$ cat config.mk
export PLATFORM = sky130hd
export DESIGN_NAME = alu_exec_unit
export DESIGN_NICKNAME = d
export VERILOG_FILES = /design/src/rtl/alu_exec_unit.sv
export SDC_FILE = /design/constraint.sdc
export NUM_CORES = 1
export LEC_CHECK = 0
export CAP_MARGIN = 20
export CORE_UTILIZATION = 42
export CTS_BUF_LIST = sky130_fd_sc_hd__clkbuf_16
export DETAILED_ROUTE_END_ITERATION = 7
export PLACE_DENSITY = 0.72
export RECOVER_POWER = 50
export SYNTH_ARGS = -nofsm -noshare
export SYNTH_HDL_FRONTEND = slang
export SYNTH_SLANG_ARGS = --single-unit
$ cat constraint.sdc
create_clock -name clk -period 5.7 [get_ports clk]
set_clock_uncertainty 0.15 [all_clocks]
set_input_delay 1.14 -clock clk [delete_from_list [all_inputs] [get_ports clk]]
set_output_delay 1.14 -clock clk [all_outputs]
set_load 0.01 [all_outputs]
$ cat src/rtl/alu_exec_unit.sv
// RV32I execute stage: ALU-control decode and 32-bit ALU, with one register stage on all outputs.
// The control word, result and branch flag all come from the same cycle's inputs.
module alu_exec_unit (
  input  logic        clk,
  input  logic        rst_n,
  input  logic [6:0]  opcode,
  input  logic [3:0]  func_code,
  input  logic [31:0] a,
  input  logic [31:0] b,
  output logic [6:0]  alu_ctl,
  output logic [31:0] alu_out,
  output logic        branch_enable
);

  typedef enum logic [6:0] {
    OP_ADD   = 7'h00,
    OP_SUB   = 7'h01,
    OP_AND   = 7'h02,
    OP_OR    = 7'h03,
    OP_XOR   = 7'h04,
    OP_SLL   = 7'h05,
    OP_SRL   = 7'h06,
    OP_SRA   = 7'h07,
    OP_SLT   = 7'h08,
    OP_SLTU  = 7'h09,
    OP_PASSA = 7'h0A,
    OP_PASSB = 7'h0B,
    OP_ANDN  = 7'h0C,
    OP_BEQ   = 7'h10,
    OP_BNE   = 7'h11,
    OP_BLT   = 7'h12,
    OP_BGE   = 7'h13,
    OP_BLTU  = 7'h14,
    OP_BGEU  = 7'h15,
    OP_NOP   = 7'h7F
  } alu_op_e;

  alu_op_e     alu_ctl_d, alu_ctl_q;
  logic [31:0] alu_out_d, alu_out_q;
  logic        branch_enable_d, branch_enable_q;

  logic [2:0]  f3;
  logic        alt;
  logic [31:0] diff;
  logic        eq, lt_s, lt_u;

  assign f3   = func_code[2:0];
  assign alt  = func_code[3];
  assign diff = a - b;
  assign eq   = (a == b);
  assign lt_s = ($signed(a) < $signed(b));
  assign lt_u = (a < b);

  always_comb begin
    alu_ctl_d = OP_NOP;
    case (opcode)
      7'b0110011, 7'b0010011: begin
        case (f3)
          // Immediate ADDI has no subtract form, so instr[30] only selects SUB for R-type.
          3'b000:  alu_ctl_d = (alt && (opcode == 7'b0110011)) ? OP_SUB : OP_ADD;
          3'b001:  alu_ctl_d = OP_SLL;
          3'b010:  alu_ctl_d = OP_SLT;
          3'b011:  alu_ctl_d = OP_SLTU;
          3'b100:  alu_ctl_d = OP_XOR;
          3'b101:  alu_ctl_d = alt ? OP_SRA : OP_SRL;
          3'b110:  alu_ctl_d = OP_OR;
          default: alu_ctl_d = OP_AND;
        endcase
      end
      7'b1100011: begin
        case (f3)
          3'b000:  alu_ctl_d = OP_BEQ;
          3'b001:  alu_ctl_d = OP_BNE;
          3'b100:  alu_ctl_d = OP_BLT;
          3'b101:  alu_ctl_d = OP_BGE;
          3'b110:  alu_ctl_d = OP_BLTU;
          3'b111:  alu_ctl_d = OP_BGEU;
          default: alu_ctl_d = OP_NOP;
        endcase
      end
      7'b1110011: begin
        case (f3[1:0])
          2'b01:   alu_ctl_d = OP_PASSA;
          2'b10:   alu_ctl_d = OP_OR;
          2'b11:   alu_ctl_d = OP_ANDN;
          default: alu_ctl_d = OP_NOP;
        endcase
      end
      7'b0110111: alu_ctl_d = OP_PASSB;
      7'b0000011, 7'b0100011, 7'b0010111, 7'b1101111, 7'b1100111: alu_ctl_d = OP_ADD;
      default: alu_ctl_d = OP_NOP;
    endcase
  end

  // Branches reuse the subtractor result as alu_out and only differ in the flag.
  always_comb begin
    alu_out_d       = '0;
    branch_enable_d = 1'b0;
    case (alu_ctl_d)
      OP_ADD:   alu_out_d = a + b;
      OP_SUB:   alu_out_d = diff;
      OP_AND:   alu_out_d = a & b;
      OP_OR:    alu_out_d = a | b;
      OP_XOR:   alu_out_d = a ^ b;
      OP_SLL:   alu_out_d = a << b[4:0];
      OP_SRL:   alu_out_d = a >> b[4:0];
      OP_SRA:   alu_out_d = $signed(a) >>> b[4:0];
      OP_SLT:   alu_out_d = {31'd0, lt_s};
      OP_SLTU:  alu_out_d = {31'd0, lt_u};
      OP_PASSA: alu_out_d = a;
      OP_PASSB: alu_out_d = b;
      OP_ANDN:  alu_out_d = b & ~a;
      OP_BEQ:   begin alu_out_d = diff; branch_enable_d = eq;    end
      OP_BNE:   begin alu_out_d = diff; branch_enable_d = !eq;   end
      OP_BLT:   begin alu_out_d = diff; branch_enable_d = lt_s;  end
      OP_BGE:   begin alu_out_d = diff; branch_enable_d = !lt_s; end
      OP_BLTU:  begin alu_out_d = diff; branch_enable_d = lt_u;  end
      OP_BGEU:  begin alu_out_d = diff; branch_enable_d = !lt_u; end
      default:  begin alu_out_d = '0;   branch_enable_d = 1'b0;  end
    endcase
  end

  always_ff @(posedge clk) begin
    if (!rst_n) begin
      alu_ctl_q       <= OP_ADD;
      alu_out_q       <= '0;
      branch_enable_q <= 1'b0;
    end else begin
      alu_ctl_q       <= alu_ctl_d;
      alu_out_q       <= alu_out_d;
      branch_enable_q <= branch_enable_d;
    end
  end

  assign alu_ctl       = alu_ctl_q;
  assign alu_out       = alu_out_q;
  assign branch_enable = branch_enable_q;

endmodule

Yosys cells after proc, flatten, opt, wreduce, memory -nomap -nowiden --
Index checks and enable logic that the tools add are counted. Widths: inputs -> output; s select.
Cells by class: add/sub/neg operators 2, $mul 0, divide/modulo/power cells 0, $lt $le $gt $ge 2, equal/unequal tests 39, shift-type cells 3, muxes and demuxes 8, bitwise logic cells 5, reductions and logical operators 9
Operators by type and width (number):
- $pmux 32 s13 | 1
- $and 32x32->32 | 2
- $lt 32x32->1 | 2
- $eq 7x5->1 const B | 8
- $pmux 7 s6 | 1
- $eq 7x4->1 const B | 5
- $pmux 7 s5 | 1
- $add 32x32->32 | 1
- $eq 32x32->1 | 1
- $not 32->32 | 1
- $or 32x32->32 | 1
- $shl 32x5->32 | 1
- $shr 32x5->32 | 1
- $sshr 32x5->32 | 1
- $sub 32x32->32 | 1
- $xor 32x32->32 | 1
- $eq 7x3->1 const B | 4
- $eq 7x7->1 const B | 4
- $pmux 4 s7 | 1
- $eq 7x2->1 const B | 3
- $eq 7x6->1 const B | 3
- $pmux 7 s3 | 1
- $eq 3x3->1 const B | 4
- $eq 7x1->1 const B | 1
- 13 further kinds | 18
Word-level totals: bits in registers 40, bits in latches 0, RAM bits 0, bits in read-only memories 0, input bits 77, word-level logic and storage cells 71, memories 0

Logic depth before layout (Yosys ltp) --
depth after elaboration 8, depth in mapped cells 17, gate-level depth less buffers 13

Worst setup path after synthesis --
OpenSTA, ideal clock, no wires.
path kind input -> register, start input b[2], end register alu_out_q[30], in the netlist alu_out[30], library setup time 132 ps, data arrival time 4995 ps, setup slack 423 ps, cell stages on the path 17, path through clkbuf_1 > clkbuf_1 > inv_1 > clkbuf_1 > clkbuf_1 > ha_1 > clkbuf_1 > a21o_1 > a221o_1 > o311a_1 > nor4_2 > nor2_1 > nor4b_1 > nor2_1 > a41oi_1 > mux2i_1 > a31oi_1
On the way: cells in the longest elaborated chain, start to end 2, elaborated cells on any way between the ends 6, classes of those cells 2 x add/sub; 3 x shift; 1 x mux
Ends and longest elaborated chain:
- from (decl) | line 9 | input logic [31:0] b,
- $sub 32x32->32, or another cell as far along | line 49 | assign diff = a - b;
- $pmux 32 s13 * | line 99 | case (alu_ctl_d)
- to (signal assigned) | line 130 | alu_out_q <= alu_out_d;
- to (decl) | line 39 | logic [31:0] alu_out_d, alu_out_q;
Mark *: on every way between the ends. The rest lies on a longest branch, timed or not. A chain may end at the register's enable or synchronous reset.

Final worst setup path --
start input func_code[1], end register alu_out_q[9], in the netlist alu_out[9]
On the way: cells in the longest elaborated chain, start to end 6, elaborated cells on any way between the ends 36, classes of those cells 28 x eq/ne; 5 x mux; 3 x reduce/logical
Ends and longest elaborated chain:
- from (decl) | line 7 | input logic [3:0] func_code,
- $eq 3x3->1, or another cell as far along | line 58, 71
- $pmux 4 s7, or another cell as far along | line 58 | case (f3)
- $pmux 7 s5 * | line 56 | case (opcode)
- $eq 7x5->1 / $eq 7x1->1 (equally long branches) | line 99
- $reduce_or 7->1 (no line)
- $pmux 32 s13 * | line 99
Marked as above.

==> flow_summary_export.csv <==
group,metric,value,unit
sta,rsz0062_at_grt,"false",
placement,dp.cells,2012,
clocking,cts_setup_buffers,0,
clocking,clkTransAtPathRegs,0.07,ns
global_routing,grt_max_degree,85,
die,die_w,164,um
global_routing,first_global_vias,12700,
critical_path,worstPathMaxFanout,25,
sta,finalCritPeriodShare,89.4,%
layout,final_area,12800,sq um
die,die_y,164,um
synthesis,synth_top_area_cell,"ha_1",
job,cap_violations,0,
global_routing,grt_usage,39.2,%
route,viasPerCell,6.95,
die,core.rowCount,59,
placement,placed_area,12600,sq um
synthesis,synthDistinctLibCells,90,
clocking,postCtsResizedCells,0,
clocking,cts-root-buf,"clkbuf_16",
route,drtIter0Drc,2158,
sta,finalSetupViolations,0,
synthesis,yosys-top-cells-area,"ha_1 (12%), dfxtp_1 (7.0%), a21oi_1 (6.6%), o21ai_0 (6.5%), mux4_2 (6.3%)",
synthesis,syn-num-nets,1808,
critical_path,crit_arrival,5.09,ns
die,die_area,27000,sq um
sta,fin_crit,5.09,ns
clocking,cts_tree,"yes",
power,p_leak,5.22,nW
route,vias,14000,
route,drtAntennaViolNets,0,
layout,area_growth,15.2,%
sta,slew_headroom,36.2,%
layout,antennaDiodeCount,0,
route,routed_wl,53.5,mm
layout,drive_above_1_share,10.6,%
sta,hold_ws,1.03,ns
critical_path,end_kind,"register",
placement,io_buffers,116,
run_status,outcome,"complete, no violations",
global_routing,antenna_found_initial,0,
min_path,hold_end,"alu_out[1]",
sta,finalSetupTns,0,ns
sta,hold_violations,0,
critical_path,path_cells,"clkdlybuf4s50_1, inv_1, ha_1, or3_1, o21ai_0, a221oi_1, or2_2, buf_4, a31oi_1, o21ai_2, buf_4, nand2_1, o21ai_0, o21ai_0, a31oi_1",
min_path,min_path_cells,3,
layout,stdcell_count,2020,
power,ir_drop,0.0996,mV
synthesis,synth_edf_count,0,
synthesis,ys.flop_type,"dfxtp_1",
synthesis,synth_top_cells_by_count,"nand2_1 (172), nor2_1 (166), a21oi_1 (145)",
critical_path,cp.required,5.69,ns
critical_path,crit_type,"input port to register",
route,drcViolationCount,0,
critical_path,critPathLaunchType,"input port",
clocking,cts.sinks,39,
synthesis,synth_cells,1626,
sta,drv_slew,0,
placement,place_hpwl,40.1,mm
route,wl_per_cell,26.5,um
critical_path,cpPeakStageDelay,0.74,ns
min_path,hold_path_startpoint,"b[1]",
sta,max_slew.worst_pin.slew,0.945,ns
critical_path,crit_top_cell,"o21ai_0",
die,fp.coreArea,26000,sq um
layout,nets,1866,
clocking,hold_buffers,0,
min_path,hold_path.class,"input port to register",
synthesis,yosysWarningCount,0,
clocking,cts_inserted_buffers,5,
layout,nFillCells,2654,
clocking,cts_max_level,2,
die,start_util,42.6,%
global_routing,grt_pass1_wl,79.4,mm
synthesis,synth.avg_cell_area,6.81,sq um
synthesis,ys_async_sr_fraction,0,%
synthesis,yosysMostFrequentCell,"nand2_1",
layout,final_util,49.1,%
synthesis,netlist.area_leader.share,11.6,%
power,powerDensity,123,nW/um^2
critical_path,critPathSlowestCell,"o21ai_0",
sta,fmax,0.196,GHz
die,pin_count,117,
synthesis,synth-seq-cells,39,
placement,gp_congestion,1.08,
route,drtPass1Iterations,6,
clocking,clockBufferDepth,2,
synthesis,syn_area,11100,sq um
synthesis,seq_area_frac_synth,7.05,%
global_routing,grt-ovfl-total,0,
-- sequential cells by signal (all words and copies together), names as in the netlist --
register	count
alu_out	32
alu_ctl	6
branch_enable	1
-- where the power goes --
group | internal [mW] | total, mW | switching (mW)
Clock | 0.161 | 0.309 | 0.148
Sequential | 0.278 | 0.280 | 0.00155
Combinational | 0.365 | 0.978 | 0.613
Total | 0.804 | 1.57 | 0.763
-- how the worst max path moves through the flow --
stage	startpoint	end	slack, ns
CTS	func_code[1]	alu_out[9]	0.71
finish	func_code[1]	alu_out[9]	0.61
detailed placement	func_code[1]	alu_out[9]	0.37
global route	func_code[1]	alu_out[9]	0.41
global placement	func_code[1]	alu_out[9]	0.49
floorplan	b[2]	alu_out[30]	0.42
-- metal layers --
layer  global-route usage [%]  share of wire [%]  vias to the layer above
met5                        0                  0                        -
li1                         -                  -                     6140
met3                     9.27                 13                      278
met4                     26.2                8.3                        0
met2                     58.9                 41                     1161
met1                     49.7                 38                     6450
-- metrics by stage --
step	worst slack, ns	power [mW]
final	0.606	1.57
after global routing	0.409	1.64
after CTS	0.707	1.53
after detailed placement	0.375	1.22
after global placement	0.493	1.22
after floorplan	0.423	0.906
-- layout by cell type, fill, tap and decap left out, drive strengths merged, types with 18 or more instances in the layout --
cell type	synthesis	final
a211oi	41	41
clkdlybuf4s50	0	72
nor2	166	166
inv	92	93
mux4	31	31
dlygate4sd3	0	39
a21o	21	21
a221oi	18	18
mux2i	57	57
nand3	28	28
buf	40	90
a31oi	31	31
nor4	18	18
nand2	172	172
nor3	39	39
o21ai	146	146
o22ai	24	24
o221ai	19	19
dfxtp	39	39
o211ai	33	33
a21oi	145	145
ha	103	103
-- final cells by class --
class | instances | area [sq um] | share of cell area, %
multi-input cells | 1343 | 9260 | 72.5
repair buffers | 201 | 1810 | 14.2
flip-flops and latches | 39 | 781 | 6.12
well taps | 335 | 419 | 3.28
inverters | 94 | 353 | 2.76
clock buffers | 5 | 125 | 0.980
clock inverters | 3 | 16.3 | 0.127
-- worst max-delay path: cells and delay by family --
kind                       cells  cell delay [ns]
and+or+nand+nor                3             0.91
buffers and inverters          4             1.14
adders and majority gates      1             0.29
AOI/OAI and AO/OA              7             1.57
-- logic make-up after synthesis --
logic type               count (synthesis)  share of synthesized area [%]
AO/OA/AOI/OAI                          618                           36.8
XOR/XNOR                                17                           1.34
adder cells (fa/ha/maj)                105                           12.0
buffers and inverters                  244                           9.60
flip-flops                              39                           7.05
multiplexers                           100                           12.7
AND/OR/NAND/NOR                        503                           20.5
Note: power is estimated with default switching activity, not from simulation.
